### src/rtl/vram_arbiter.sv
// vram_arbiter: shares one VRAM port between rendering fetches and a
// one-entry buffered CPU ($2007) access path.
//   clk, reset_n                  : clock, async active-low reset
//   rendering_en, render_req/addr : render fetch request; render_gnt is the
//                                   combinational grant for this cycle
//   render_rvalid                 : vram_rdata holds the granted fetch's data
//   cpu_rd_req/cpu_wr_req/addr/wdata : single-cycle CPU access pulses
//   cpu_busy, cpu_done, cpu_rdata, cpu_overrun : CPU buffer status/results
//   vram_addr/we/wdata (registered), vram_rdata (one-cycle read latency)
module vram_arbiter #(
   parameter int unsigned MAX_WAIT = 4,
   localparam int unsigned AW  = 14,
   localparam int unsigned DW  = 8,
   localparam int unsigned VAW = 16,
   localparam int unsigned WW  = 4
) (
   input  logic           clk,
   input  logic           reset_n,
   input  logic           rendering_en,
   input  logic           render_req,
   input  logic [AW-1:0]  render_addr,
   output logic           render_gnt,
   output logic           render_rvalid,
   input  logic           cpu_rd_req,
   input  logic           cpu_wr_req,
   input  logic [AW-1:0]  cpu_addr,
   input  logic [DW-1:0]  cpu_wdata,
   output logic           cpu_busy,
   output logic           cpu_done,
   output logic [DW-1:0]  cpu_rdata,
   output logic           cpu_overrun,
   output logic [VAW-1:0] vram_addr,
   output logic           vram_we,
   output logic [DW-1:0]  vram_wdata,
   input  logic [DW-1:0]  vram_rdata
);

   // Last issue type; feeds the rvalid/done pipeline one cycle later.
   typedef enum logic [1:0] {
      S_IDLE   = 2'd0,
      S_RENDER = 2'd1,
      S_CPU_RD = 2'd2,
      S_CPU_WR = 2'd3
   } state_t;

   state_t           state_q, state_d;
   logic             buf_valid_q, buf_valid_d;
   logic             buf_wr_q, buf_wr_d;
   logic [AW-1:0]    buf_addr_q, buf_addr_d;
   logic [DW-1:0]    buf_data_q, buf_data_d;
   logic [WW-1:0]    wait_cnt_q, wait_cnt_d;
   logic             rd_p2_q, rd_p2_d;
   logic             render_rvalid_q, render_rvalid_d;
   logic             cpu_done_q, cpu_done_d;
   logic [DW-1:0]    cpu_rdata_q, cpu_rdata_d;
   logic             cpu_overrun_q, cpu_overrun_d;
   logic [VAW-1:0]   vram_addr_q, vram_addr_d;
   logic             vram_we_q, vram_we_d;
   logic [DW-1:0]    vram_wdata_q, vram_wdata_d;

   logic             cpu_force_c;
   logic             render_win_c;
   logic             cpu_win_c;
   logic             cpu_req_c;
   logic             cpu_accept_c;

   // Arbitration: a starved CPU access beats rendering, rendering beats a fresh one.
   assign cpu_force_c  = buf_valid_q && (wait_cnt_q == WW'(MAX_WAIT));
   assign render_win_c = rendering_en && render_req && !cpu_force_c;
   assign cpu_win_c    = buf_valid_q && !render_win_c;

   // Exactly one request type and an empty buffer; anything else is an overrun.
   assign cpu_req_c    = cpu_rd_req || cpu_wr_req;
   assign cpu_accept_c = (cpu_rd_req ^ cpu_wr_req) && !buf_valid_q;

   // Grant is gated by reset so it reads 0 while reset_n is low.
   assign render_gnt    = reset_n && render_win_c;
   assign render_rvalid = render_rvalid_q;
   assign cpu_busy      = buf_valid_q;
   assign cpu_done      = cpu_done_q;
   assign cpu_rdata     = cpu_rdata_q;
   assign cpu_overrun   = cpu_overrun_q;
   assign vram_addr     = vram_addr_q;
   assign vram_we       = vram_we_q;
   assign vram_wdata    = vram_wdata_q;

   // Next-state and registered-output logic.
   always_comb begin
      state_d         = S_IDLE;
      buf_valid_d     = buf_valid_q;
      buf_wr_d        = buf_wr_q;
      buf_addr_d      = buf_addr_q;
      buf_data_d      = buf_data_q;
      wait_cnt_d      = wait_cnt_q;
      cpu_overrun_d   = cpu_overrun_q;
      vram_addr_d     = vram_addr_q;
      vram_we_d       = 1'b0;
      vram_wdata_d    = vram_wdata_q;
      cpu_rdata_d     = cpu_rdata_q;
      render_rvalid_d = (state_q == S_RENDER);
      rd_p2_d         = (state_q == S_CPU_RD);
      cpu_done_d      = rd_p2_q || (state_q == S_CPU_WR);

      // Read data arrives two cycles after issue; capture it then.
      if (rd_p2_q) begin
         cpu_rdata_d = vram_rdata;
      end

      if (render_win_c) begin
         state_d     = S_RENDER;
         vram_addr_d = {2'b00, render_addr};
         if (buf_valid_q && (wait_cnt_q < WW'(MAX_WAIT))) begin
            wait_cnt_d = wait_cnt_q + WW'(1);
         end
      end else if (cpu_win_c) begin
         state_d     = buf_wr_q ? S_CPU_WR : S_CPU_RD;
         vram_addr_d = {2'b00, buf_addr_q};
         vram_we_d   = buf_wr_q;
         if (buf_wr_q) begin
            vram_wdata_d = buf_data_q;
         end
         buf_valid_d = 1'b0;
         wait_cnt_d  = '0;
      end

      // Accept only into an empty buffer, so it never collides with an issue.
      if (cpu_accept_c) begin
         buf_valid_d = 1'b1;
         buf_wr_d    = cpu_wr_req;
         buf_addr_d  = cpu_addr;
         buf_data_d  = cpu_wdata;
      end else if (cpu_req_c) begin
         cpu_overrun_d = 1'b1;
      end
   end

   always_ff @(posedge clk or negedge reset_n) begin
      if (!reset_n) begin
         state_q         <= S_IDLE;
         buf_valid_q     <= 1'b0;
         buf_wr_q        <= 1'b0;
         buf_addr_q      <= '0;
         buf_data_q      <= '0;
         wait_cnt_q      <= '0;
         rd_p2_q         <= 1'b0;
         render_rvalid_q <= 1'b0;
         cpu_done_q      <= 1'b0;
         cpu_rdata_q     <= '0;
         cpu_overrun_q   <= 1'b0;
         vram_addr_q     <= '0;
         vram_we_q       <= 1'b0;
         vram_wdata_q    <= '0;
      end else begin
         state_q         <= state_d;
         buf_valid_q     <= buf_valid_d;
         buf_wr_q        <= buf_wr_d;
         buf_addr_q      <= buf_addr_d;
         buf_data_q      <= buf_data_d;
         wait_cnt_q      <= wait_cnt_d;
         rd_p2_q         <= rd_p2_d;
         render_rvalid_q <= render_rvalid_d;
         cpu_done_q      <= cpu_done_d;
         cpu_rdata_q     <= cpu_rdata_d;
         cpu_overrun_q   <= cpu_overrun_d;
         vram_addr_q     <= vram_addr_d;
         vram_we_q       <= vram_we_d;
         vram_wdata_q    <= vram_wdata_d;
      end
   end

endmodule

### config.mk
export PLATFORM = sky130hd
export DESIGN_NAME = vram_arbiter
export DESIGN_NICKNAME = d
export VERILOG_FILES = /design/src/rtl/vram_arbiter.sv
export SDC_FILE = /design/constraint.sdc
export NUM_CORES = 1
export LEC_CHECK = 0
export CORE_MARGIN = 2
export CORE_UTILIZATION = 42
export CTS_CLUSTER_SIZE = 16
export DETAILED_ROUTE_END_ITERATION = 7
export MAX_ROUTING_LAYER = met4
export PLACE_DENSITY_LB_ADDON = 0.12
export SLEW_MARGIN = 20
export SYNTH_ARGS = -nofsm -noshare
export SYNTH_HDL_FRONTEND = slang
export SYNTH_SLANG_ARGS = --single-unit
### constraint.sdc
create_clock -name clk -period 2.95 [get_ports clk]
set_clock_uncertainty 0.05 [all_clocks]
set_input_delay 0.885 -clock clk [delete_from_list [all_inputs] [get_ports clk]]
set_output_delay 0.885 -clock clk [all_outputs]
set_load 0.005 [all_outputs]
==> results.md, run 1 <==
- The total die area is 0.00712 mm^2.
- The initial utilization of the core area, before any placement, comes to 43.0%.
- Hold repair after CTS inserted 0 buffers.
- In the global route stage, overall resource usage came out at 17.0%.
- The required time at the worst-slack endpoint is 2.02 ns.
- The primary flip-flop cell chosen by synthesis mapping is sky130_fd_sc_hd__dfrtp_1.
- For this run, the register share of the synthesized area comes to 60.0%.
- Sorting the synthesized cells by area gives the leading types as sky130_fd_sc_hd__dfrtp_1 (60%), sky130_fd_sc_hd__mux2_2 (17%), sky130_fd_sc_hd__mux2i_1 (5.2%).
- The final HPWL from detailed placement is 3610 um.
- The signed area change from the synthesized netlist to the final layout is 40.6%.
- The post-route DRC violation count is 0.
- The worst setup path is launched from an input pin.
- Summing over every cut layer, the via total after detailed routing is 1,815.
- The x dimension of the die is 84.4 um.
- The via count of the first global-routing pass is 1,887.
- The total setup buffers inserted after CTS is 0.
- The detail-routed net length per standard cell is 14.8 um.
- The measured slew at the worst slew-check pin is 0.798 ns.
- The fraction of synthesized cell area taken by the top area cell type is 60.0%.
- Counting the buffers created by CTS gives 9.
- The most common cell in the synthesized netlist is sky130_fd_sc_hd__dfrtp_1.
- After floorplanning, the core was sized to cover 0.00631 mm^2.
- The post-synthesis instance area is 0.00271 mm^2.
- The run finished with clean final reports.
- Input and output buffers added on the ports amount to 85.
- Setup repair after global routing left no endpoint under its margin.
- The worst setup path is captured at an output port.
- Data on the critical path arrives at its endpoint at 1.93 ns.
- The final-report setup violation count is 0.
- The starting DRC count in detailed routing is 61.
- Measured on the finished design, the core utilization comes to 60.4%.
- The minimum setup slack after placement is -0.377 ns.
- Cells with a size suffix above 1 make up 25.9% of the layout.
- The clock period minus final worst setup slack is 2.86 ns.
- From bottom edge to top edge, the die measures 84.4 um.
- The net count of the finished layout is 339.
- The H-tree depth is 3.
- The multi-input combinational cells in the finished layout cover a total of 976 um^2.
- The max-cap violation count is 0.
- The area occupied by registers is 0.00163 mm^2.
- The critical path is of the input pin to output port type.
- The maximum buffer depth of the clock tree is 2.
- The number of endpoints with negative hold slack in the final report is 0.
- During synthesis, Yosys emitted a total of 0 warnings.
- The worst max-slew margin expressed relative to the limit is 46.8%.
- The initial antenna violation count came to 0.
- The total overflow left after global routing is 0.
- The final max-slew violation count is 0.
- The wire length of the first global-routing pass is 9180 um.
- Dividing total power by cell area gives a power density of 940 mW/mm^2.
- The floorplan row count is 29.
- The mean number of vias per cell is 4.95.
- The peak fanout along the critical path is 2.
- The CTS root buffer is sky130_fd_sc_hd__clkbuf_8.
- The worst path uses 97.1% of the clock period.
- The count of flip-flops with a built-in enable after synthesis is 0.
- Synthesis produced a netlist whose cell count is 195.
- The path class of the tightest hold or removal check is flip-flop to flip-flop.
- Setup slack on the critical path of the routed design comes to 0.0861 ns.
- The maximum clock rate is 349 MHz.
- The maximum vdd ir drop is 0.000478 V.
- Synthesis inferred 65 register bits.
- Before antenna repair, the detailed router went through 4 iterations.
- TritonCTS built the clock tree.
- For this run, asynchronously set or reset flops after synthesis account for 100%.
- sky130_fd_sc_hd__dfrtp_1 takes more of the synthesized area than any other cell.
- After filler insertion, the fill cell instance count of the layout stands at 541.
- The mean instance size in the synthesized netlist is 13.9 um^2.
- The congestion estimate from routability-driven global placement came to 0.767.
- The count of unique library cells instantiated by Yosys is 31.
- The clock drives 65 sinks.
- Clock latency on the worst-skew pair, taken at its later pin, is 0.33 ns.
- 88 I/O pins were placed.
- The routed design has 5420 um of wire.
- The number of diodes is 0.
- The static leakage is 1.64 nW.
- Once detail routing completed, the nets flagged for antenna violations numbered 0.
- The clock transition at the register clock pins on the worst setup and hold paths after CTS is 0.07 ns.
- Sorting the synthesized cells by how often they occur yields sky130_fd_sc_hd__dfrtp_1 (65), sky130_fd_sc_hd__mux2_2 (40), sky130_fd_sc_hd__mux2i_1 (14), sky130_fd_sc_hd__nor3_1 (14).
- The largest net degree at the start of global routing is 66.
-- flip-flops by register name, indices dropped and copies added, names as in the netlist --
register and cells:
state_q 2, cpu_done 1, buf_addr_q 14, vram_we 1, vram_addr 14, cpu_overrun 1, buf_data_q 8, buf_wr_q 1
render_rvalid 1, cpu_busy 1, vram_wdata 8, cpu_rdata 8, rd_p2_q 1, wait_cnt_q 4
-- critical path, cell delays in order --
cell                              delay [ns]
sky130_fd_sc_hd__clkdlybuf4s50_1        0.48
sky130_fd_sc_hd__nand2_1                0.07
sky130_fd_sc_hd__or2_1                  0.24
sky130_fd_sc_hd__nor2_2                 0.12
sky130_fd_sc_hd__buf_2                  0.13
-- worst paths after layout --
| kind | start | to | slack [ns] | cells past startpoint |
|---|---|---|---|---|
| max | rendering_en | render_gnt | 0.09 | 5 |
| min | state_q[0] | rd_p2_q | 0.40 | 1 |
| min reg2reg | state_q[0] | rd_p2_q | 0.40 | 1 |
| max in group asynchronous | reset_n | vram_addr[6] | 1.64 | 2 |
| max reg2reg | wait_cnt_q[0] | vram_wdata[0] | 1.01 | 6 |
| min in group asynchronous | reset_n | cpu_busy | 0.70 | 2 |
-- cells in the final DEF (no fill, tap or decap), types with 6 or more instances in the layout --
cell,netlist,layout
sky130_fd_sc_hd__mux2i_1,14,14
sky130_fd_sc_hd__a21oi_1,6,6
sky130_fd_sc_hd__clkbuf_8,0,11
sky130_fd_sc_hd__dfrtp_1,65,65
sky130_fd_sc_hd__nor3_1,14,14
sky130_fd_sc_hd__a21oi_2,7,7
sky130_fd_sc_hd__mux2_2,40,40
sky130_fd_sc_hd__clkdlybuf4s50_1,0,83
sky130_fd_sc_hd__inv_1,7,7
sky130_fd_sc_hd__buf_4,2,7
-- layout make-up --
class / count / area share [%]
clock inverter: 3 / 1.05
clock buffer: 12 / 4.07
inverter: 7 / 0.689
tap: 77 / 2.53
multi-input combinational: 111 / 25.6
sequential: 65 / 42.7
timing repair buffer: 92 / 23.4
-- cell families (layout without fill, tap and decap cells) --
group                    count (synthesis)  in the layout  share of synthesized area [%]
AO/OA/AOI/OAI                           22             22                           6.46
adder cells (fa/ha/maj)                  3              3                           1.38
buffers and inverters                   20            114                           4.38
flip-flops                              65             65                           60.0
multiplexers                            54             54                           21.8
other                                    1              2                          0.138
AND/OR/NAND/NOR                         30             30                           5.90
-- power by group --
part           internal [W]  switching, W
logic              0.000887      0.000430
clock network      0.000429      0.000314
registers           0.00130      0.000220
total               0.00262      0.000965
-- per-layer routing --
metal	global-route usage (%)	share of wire (%)
met2	25.8	46
met1	21.2	46
met3	4.92	6.1
met4	7.79	1.3
met5	-	0
-- through the flow --
stage,power [W],setup TNS (ns),hold WS (ns),instance area (um^2),cells
after floorplan,0.00219,0,0.367,2720,196
after detailed placement,0.00288,-0.377,0.387,3620,352
final,0.00359,0,0.397,3810,367
after global placement,0.00285,-0.365,0.379,3620,352
after global routing,0.00382,0,0.412,3810,367
after CTS,0.00364,0,0.394,3810,367
-- what timing repair did --
item                       CTS  global route
pin swaps                    1             1
setup endpoints to repair    1             1
gates resized for setup      5             0
(Power assumes the default switching activity.)
==> run 2, diff against run 1 <==
TNS_END_PERCENT = 10   (was default)
==> results of run 2 <==
No change in the layout: final DEF, timing and power equal those of run 1.
